<file path="config.mk">
export PLATFORM = sky130hd
export DESIGN_NAME = matrix_loader_flat
export DESIGN_NICKNAME = d
export VERILOG_FILES = /design/src/rtl/matrix_loader_if.sv /design/src/rtl/matrix_loader.sv /design/src/flat_wrapper.sv
export SDC_FILE = /design/constraint.sdc
export NUM_CORES = 1
export LEC_CHECK = 0
export CORE_ASPECT_RATIO = 0.5
export CORE_MARGIN = 5
export CORE_UTILIZATION = 60
export CTS_CLUSTER_SIZE = 25
export DETAILED_ROUTE_END_ITERATION = 8
export DONT_BUFFER_PORTS = 1
export PLACE_DENSITY = 0.74
export SYNTH_ARGS = -nofsm -noshare
export SYNTH_HDL_FRONTEND = slang
export SYNTH_SLANG_ARGS = --single-unit
</file>
<file path="constraint.sdc">
create_clock -name clk -period 2.1 [get_ports clk]
set_input_delay 0.42 -clock clk [delete_from_list [all_inputs] [get_ports clk]]
set_output_delay 0.42 -clock clk [all_outputs]
set_load 0.01 [all_outputs]
</file>
<file path="src/rtl/matrix_loader_if.sv">
// Stream and result bus between the matrix loader and its neighbours.
// The producer side pushes signed elements in. The consumer side takes the
// packed matrix and its size code.
interface matrix_loader_if #(
  parameter int ELEM_W    = 8,
  parameter int MAX_ELEMS = 25
);
  logic                          in_valid;
  logic                          in_ready;
  logic [ELEM_W-1:0]             in_data;
  logic                          out_valid;
  logic                          out_ready;
  logic [ELEM_W*MAX_ELEMS-1:0]   matrix_out;
  logic [1:0]                    matrix_size;

  // Environment view: drives elements and the downstream ready
  modport master (
    output in_valid, in_data, out_ready,
    input  in_ready, out_valid, matrix_out, matrix_size
  );

  // Loader view: accepts elements and presents the packed matrix
  modport slave (
    input  in_valid, in_data, out_ready,
    output in_ready, out_valid, matrix_out, matrix_size
  );
endinterface

</file>
<file path="src/rtl/matrix_loader.sv">
// Input staging buffer for the matrix coprocessor.
// Collects 4/9/16/25 signed bytes row-major into a 200-bit operand bus.
// Holds the packed matrix until the downstream stage takes it.
module matrix_loader #(
  parameter int ELEM_W    = 8,
  parameter int MAX_ELEMS = 25
) (
  input  logic               clk,
  input  logic               rst_n,
  input  logic               start,
  input  logic [1:0]         size_in,
  input  logic               abort,
  output logic               busy,
  matrix_loader_if.slave     bus
);

  localparam int BUS_W = ELEM_W * MAX_ELEMS;

  typedef enum logic [1:0] {
    IDLE = 2'b00,
    LOAD = 2'b01,
    HOLD = 2'b10
  } state_t;

  state_t             state;
  state_t             next_state;
  logic [4:0]         idx;
  logic [4:0]         count;
  logic [BUS_W-1:0]   matrix_q;
  logic [1:0]         size_q;
  logic               accept;
  logic               last_elem;

  // Element count for each size code
  function automatic logic [4:0] count_for(input logic [1:0] code);
    case (code)
      2'b00:   count_for = 5'd4;
      2'b01:   count_for = 5'd9;
      2'b10:   count_for = 5'd16;
      default: count_for = 5'd25;
    endcase
  endfunction

  assign accept    = (state == LOAD) && bus.in_valid && !abort;
  assign last_elem = (idx == (count - 5'd1));

  // All handshake outputs decode from registered state only
  assign bus.in_ready    = (state == LOAD);
  assign bus.out_valid   = (state == HOLD);
  assign busy            = (state != IDLE);
  assign bus.matrix_out  = matrix_q;
  assign bus.matrix_size = size_q;

  // State register
  always_ff @(posedge clk or negedge rst_n) begin
    if (!rst_n) state <= IDLE;
    else        state <= next_state;
  end

  // Next-state decode. Abort wins over an accept; start is only seen in IDLE
  always_comb begin
    next_state = state;
    case (state)
      IDLE: if (start) next_state = LOAD;
      LOAD: begin
        if (abort)                       next_state = IDLE;
        else if (accept && last_elem)    next_state = HOLD;
      end
      HOLD: if (bus.out_ready) next_state = IDLE;
      default: next_state = IDLE;
    endcase
  end

  // Datapath: latch size, clear on start/abort, write accepted elements
  always_ff @(posedge clk or negedge rst_n) begin
    if (!rst_n) begin
      idx      <= 5'd0;
      count    <= 5'd0;
      matrix_q <= '0;
      size_q   <= 2'b00;
    end else begin
      case (state)
        IDLE: begin
          if (start) begin
            size_q   <= size_in;
            count    <= count_for(size_in);
            matrix_q <= '0;
            idx      <= 5'd0;
          end
        end
        LOAD: begin
          if (abort) begin
            matrix_q <= '0;
            idx      <= 5'd0;
          end else if (accept) begin
            for (int i = 0; i < MAX_ELEMS; i++) begin
              if (idx == 5'(i)) matrix_q[i*ELEM_W +: ELEM_W] <= bus.in_data;
            end
            idx <= last_elem ? 5'd0 : idx + 5'd1;
          end
        end
        default: ;
      endcase
    end
  end

endmodule

</file>
<file path="src/flat_wrapper.sv">
// flat-port wrapper written by rule: the top's interface ports become plain ports
module matrix_loader_flat 
#(
  parameter int ELEM_W    = 8,
  parameter int MAX_ELEMS = 25
)
  (clk, rst_n, start, size_in, abort, busy, bus_in_valid, bus_in_data, bus_out_ready, bus_in_ready, bus_out_valid, bus_matrix_out, bus_matrix_size);
  matrix_loader_if #(.ELEM_W(ELEM_W), .MAX_ELEMS(MAX_ELEMS)) bus_i ();
  input  logic clk;
  input  logic rst_n;
  input  logic start;
  input  logic [1:0] size_in;
  input  logic abort;
  output logic busy;
  input wire logic [$bits(bus_i.in_valid)-1:0] bus_in_valid;
  input wire logic [$bits(bus_i.in_data)-1:0] bus_in_data;
  input wire logic [$bits(bus_i.out_ready)-1:0] bus_out_ready;
  output wire logic [$bits(bus_i.in_ready)-1:0] bus_in_ready;
  output wire logic [$bits(bus_i.out_valid)-1:0] bus_out_valid;
  output wire logic [$bits(bus_i.matrix_out)-1:0] bus_matrix_out;
  output wire logic [$bits(bus_i.matrix_size)-1:0] bus_matrix_size;
  assign bus_i.in_valid = bus_in_valid;
  assign bus_i.in_data = bus_in_data;
  assign bus_i.out_ready = bus_out_ready;
  assign bus_in_ready = bus_i.in_ready;
  assign bus_out_valid = bus_i.out_valid;
  assign bus_matrix_out = bus_i.matrix_out;
  assign bus_matrix_size = bus_i.matrix_size;
  matrix_loader #(.ELEM_W(ELEM_W), .MAX_ELEMS(MAX_ELEMS)) u_core (.clk(clk), .rst_n(rst_n), .start(start), .size_in(size_in), .abort(abort), .busy(busy), .bus(bus_i));
endmodule
</file>
-- After elaboration in Yosys (flattened, before gate mapping)
Cells that the tools add are included.
Widths: inputs -> output; s select.
- add/sub/neg operators: 2
- eq/ne operators: 58
- muxes and demuxes: 40
- reductions and logical operators: 37
- operator list (operator ; count):
    $mux 200 ; 3
    $pmux 200 s2 ; 1
    $mux 8 ; 25
    $reduce_and 4->1 ; 25
    $ne 3x2->1 const B ; 27
    $eq 5x5->1 const B ; 9
    $eq 5x4->1 const B ; 8
    $eq 5x3->1 const B ; 4
    $mux 5 ; 4
    $pmux 5 s3 ; 1
    $eq 5x2->1 const B ; 2
    $pmux 5 s2 ; 1
    $mux 2 ; 4
    $pmux 2 s3 ; 1
    $reduce_and 3->1 ; 2
    $add 5x1->5 const B ; 1
    $eq 5x1->1 const B ; 1
    $eq 5x5->1 ; 1
    $logic_not 5->1 ; 1
    $sub 5x1->5 const B ; 1
    $eq 2x1->1 const B ; 2
    $eq 2x2->1 const B ; 2
    $logic_not 2->1 ; 2
    $ne 2x2->1 const B ; 2
    other kinds (4) ; 7
- flip-flop bits (word level): 214
- input bits: 16
- output and inout bits: 205
- logic and storage cells: 166

-- Logic depth before layout (Yosys ltp)
- depth in word-level cells: 7
- depth in mapped cells: 7
- gate-level depth less buffers: 6

-- Least setup slack after synthesis
OpenSTA, ideal clock, no wires.
- kind: register to register
- from: register u_core.idx[0]
- to: register u_core.matrix_q[100] (netlist: u_core.bus.matrix_out[100])
- library setup time: 0.125 ns
- arrival time: 1.686 ns
- required time: 1.975 ns
- path slack: 0.289 ns
- stages on the path, launching flop included: 7
- buffers on the path: 0
- period minus slack after synthesis: 1.811 ns
- cell sequence: dfrtp_1 -> inv_1 -> ha_1 -> nor2b_1 -> nand3_1 -> a21oi_4 -> mux2_2
- word-level cells in the longest chain between the ends: 3
- ends and longest elaborated chain (element ; line ; text):
    start: declaration ; matrix_loader.sv:27 ; logic [4:0] idx;
    start signal: assignment ; matrix_loader.sv:99 ; idx <= last_elem ? 5'd0 : idx + 5'd1;
    $eq 5x4->1 ; matrix_loader.sv:97 ; if (idx == 5'(i)) matrix_q[i*ELEM_W +: ELEM_W] <= bus.in_data;
    $ne 3x2->1 (no source line) ; -- ;
    $reduce_and 4->1 (no source line) ; -- ;
    end signal: indexed assignment ; matrix_loader.sv:97 ;
    end: declaration ; matrix_loader.sv:29 ; logic [BUS_W-1:0] matrix_q;
Every way passes these cells.
A chain may end at the register's enable or synchronous reset.

-- Worst setup path in the final report
- from: register u_core.idx[0]
- to: register u_core.matrix_q[91] (netlist: u_core.bus.matrix_out[91])
The elaborated chain is that of the path after synthesis.

==> results.json <==
{
  "status": "finished, violations left",
  "violations": "negative hold slack",
  "cp_slowest_stage_delay_ns": 0.38,
  "synthTopCellsByCount": "212 x dfrtp_1, 192 x mux2_2, 34 x nand2_1",
  "synth_cell_types": 34,
  "fin_crit_sh_pct": 94.6,
  "insertedDiodeCount": 0,
  "fp.dieH_microns": 95.6,
  "hold_viol_final": 212,
  "overflow": 0,
  "numPortBuffers": 0,
  "dp_hpwl_mm": 13.2,
  "pre_cts_ws_ns": 0.00172,
  "viasPerCell": 5.83,
  "slowest_stage": "mux2_2",
  "avgRoutedWirePerCell_microns": 25.3,
  "grt_max_degree": 213,
  "max_slew_margin_pct": 72.9,
  "initial_core_util_pct": 61.0,
  "hp-class": "in2async",
  "rsz0062_at_grt": "false",
  "yosys.area.top_type": "dfrtp_1",
  "syn_inst": 569,
  "ff2ff_setup_slack_ns": 0.11,
  "grt_pass1_wl_mm": 30.8,
  "grt_use_total_pct": 23.2,
  "routed_wl_mm": 19.9,
  "p_leak_uw": 0.00472,
  "setup_viol": 0,
  "yosysMostFrequentCell": "dfrtp_1",
  "ys_seq_area_share_pct": 60.3,
  "synth_fp_nets": 592,
  "pin_count": 221,
  "dr.pass1.iters": 4,
  "setup_tns_ns": 0,
  "cts_buffer_depth": 3,
  "startpoint_type": "flip-flop",
  "synthFlopType": "dfrtp_1",
  "place.gp.congestion": 0.809,
  "max_freq_ghz": 0.504,
  "synth-async-reset-ratio_pct": 100,
  "cts_tree": "built",
  "final_cells": 788,
  "grt_pass1_vias": 4869,
  "die_area_sq_um": 17300,
  "startpoint": "u_core.idx[0]",
  "synth_area_sq_um": 8790,
  "clk_pin_slew_worst_paths_ns": 0.07,
  "timing_worst_setup_path_type": "reg2reg",
  "root_buffer": "clkbuf_16",
  "avgSynthCellArea_sq_um": 15.5,
  "synthDominantCellAreaShare_pct": 60.3,
  "drv_cap": 0,
  "ir_drop_uv": 743,
  "setup_ws_ns": 0.114,
  "skew_ns": 0.00871,
  "synthTopCellsByArea": "dfrtp_1 60%, mux2_2 25%, a21oi_4 4.4%",
  "path_cells": "buf_4, ha_1, nor2b_1, nand2_1, a21oi_4, mux2_2",
  "numClockSinks": 212,
  "holdWs_ns": -0.356,
  "synth_edf_count": 0,
  "crit_path_max_fanout": 8,
  "nNetsFinal": 601,
  "core_sq_um": 14400,
  "antenna_found_initial": 0,
  "rows": 31,
  "ys_ff_latch": 212,
  "die_w_microns": 181,
  "numCtsBuffers": 19,
  "final_util_pct": 67.0,
  "ctsHtreeMaxLevel": 1,
  "vias": 4591,
  "insertion_delay_ns": 0.47,
  "tightest_slew_ns": 0.405,
  "area_growth_pct": 9.90,
  "crit_arrival_ns": 2.34,
  "power_density_nw_per_um2": 1590,
  "final_layout_size_suffix_gt1_share_pct": 47.8,
  "worstSetupEndpointType": "flip-flop",
  "ant_nets": 0,
  "maxSlewViolCount": 0,
  "yosysWarnings": 0,
  "dp.cells": 754,
  "drcViolationCount": 0,
  "min_period_ns": 1.99,
  "worstPathRequired_ns": 2.45,
  "first_iter_violations": 193,
  "worstReg2RegStart": "u_core.idx[0]"
}
cell usage in the layout, fill, tap and decap left out, drive strengths merged, types with 6 or more instances in the layout:
master  count
buf        15
nor2b       8
mux2      200
nand3       6
inv        10
and2       10
dfrtp     212
clkbuf     31
a21oi      26
nand2      34
ha          7
sequential cells by signal, summed over array words and instances (netlist names):
signal and count:
u_core.bus.matrix_out 200, u_core.idx 5, u_core.bus.matrix_size 2, u_core.count 3, u_core.state 2
stage by stage:
stage | cell area, sq um | total power (uW)
floorplan | 8790 | 10600
CTS | 9630 | 15600
finish | 9670 | 15400
global placement | 8990 | 11800
detailed placement | 8990 | 12000
global route | 9670 | 16200
power breakdown:
| group | internal, uW | total, uW | switching (uW) |
|---|---|---|---|
| Combinational | 2260 | 4360 | 2110 |
| Sequential | 5580 | 7510 | 1920 |
| Clock | 2100 | 3540 | 1440 |
kinds of logic (layout without fill, tap and decap cells):
kind of cell / after synthesis / count (layout) / synth area share, %
xor+xnor: 4 / 4 / 0.555
flops: 212 / 212 / 60.3
compound gates: 38 / 38 / 5.58
mux: 200 / 200 / 25.9
fa+ha+maj: 7 / 7 / 0.996
simple gates: 71 / 71 / 4.18
buf+inv: 37 / 58 / 2.42
critical path, delay by kind of cell (launching register included):
kind	cells	cell delay, ns
AO/OA/AOI/OAI	1	0.37
adder cells (fa/ha/maj)	1	0.19
buffers and inverters	1	0.15
flip-flops	1	0.37
multiplexers	1	0.38
AND/OR/NAND/NOR	2	0.39
path summary, 6_finish.rpt:
check                                        endpoint  cells after the start
hold reg to reg                       u_core.count[4]                      2
setup / recovery            u_core.bus.matrix_out[91]                      6
hold / removal              u_core.bus.matrix_out[44]                      0
max in group asynchronous  u_core.bus.matrix_out[106]                      0
min in group clk            u_core.bus.matrix_size[0]                      2
setup reg to reg            u_core.bus.matrix_out[91]                      6
routing by layer:
layer | global-route usage (%) | share of wire [%] | vias up
li1 | - | - | 1994
met1 | 30.9 | 43 | 2422
met2 | 36.0 | 45 | 159
met3 | 10.7 | 11 | 16
met4 | 3.68 | 1.1 | 0
met5 | 0 | 0 | -
layout make-up:
type	count	area [sq um]
inverters	10	37.5
flip-flops and latches	212	5310
clock inverters	2	35.0
multi-input cells	320	3290
fillers	1043	4760
clock buffers	31	611
well taps	198	248
repair buffers	15	138
timing repair:
action	4_1_cts	5_1_grt
resized for setup	0	4
pin swaps	1	1
setup buffers	0	1
hold endpoints to repair	212	212
setup endpoints to repair	3	121
(Power assumes the default switching activity.)
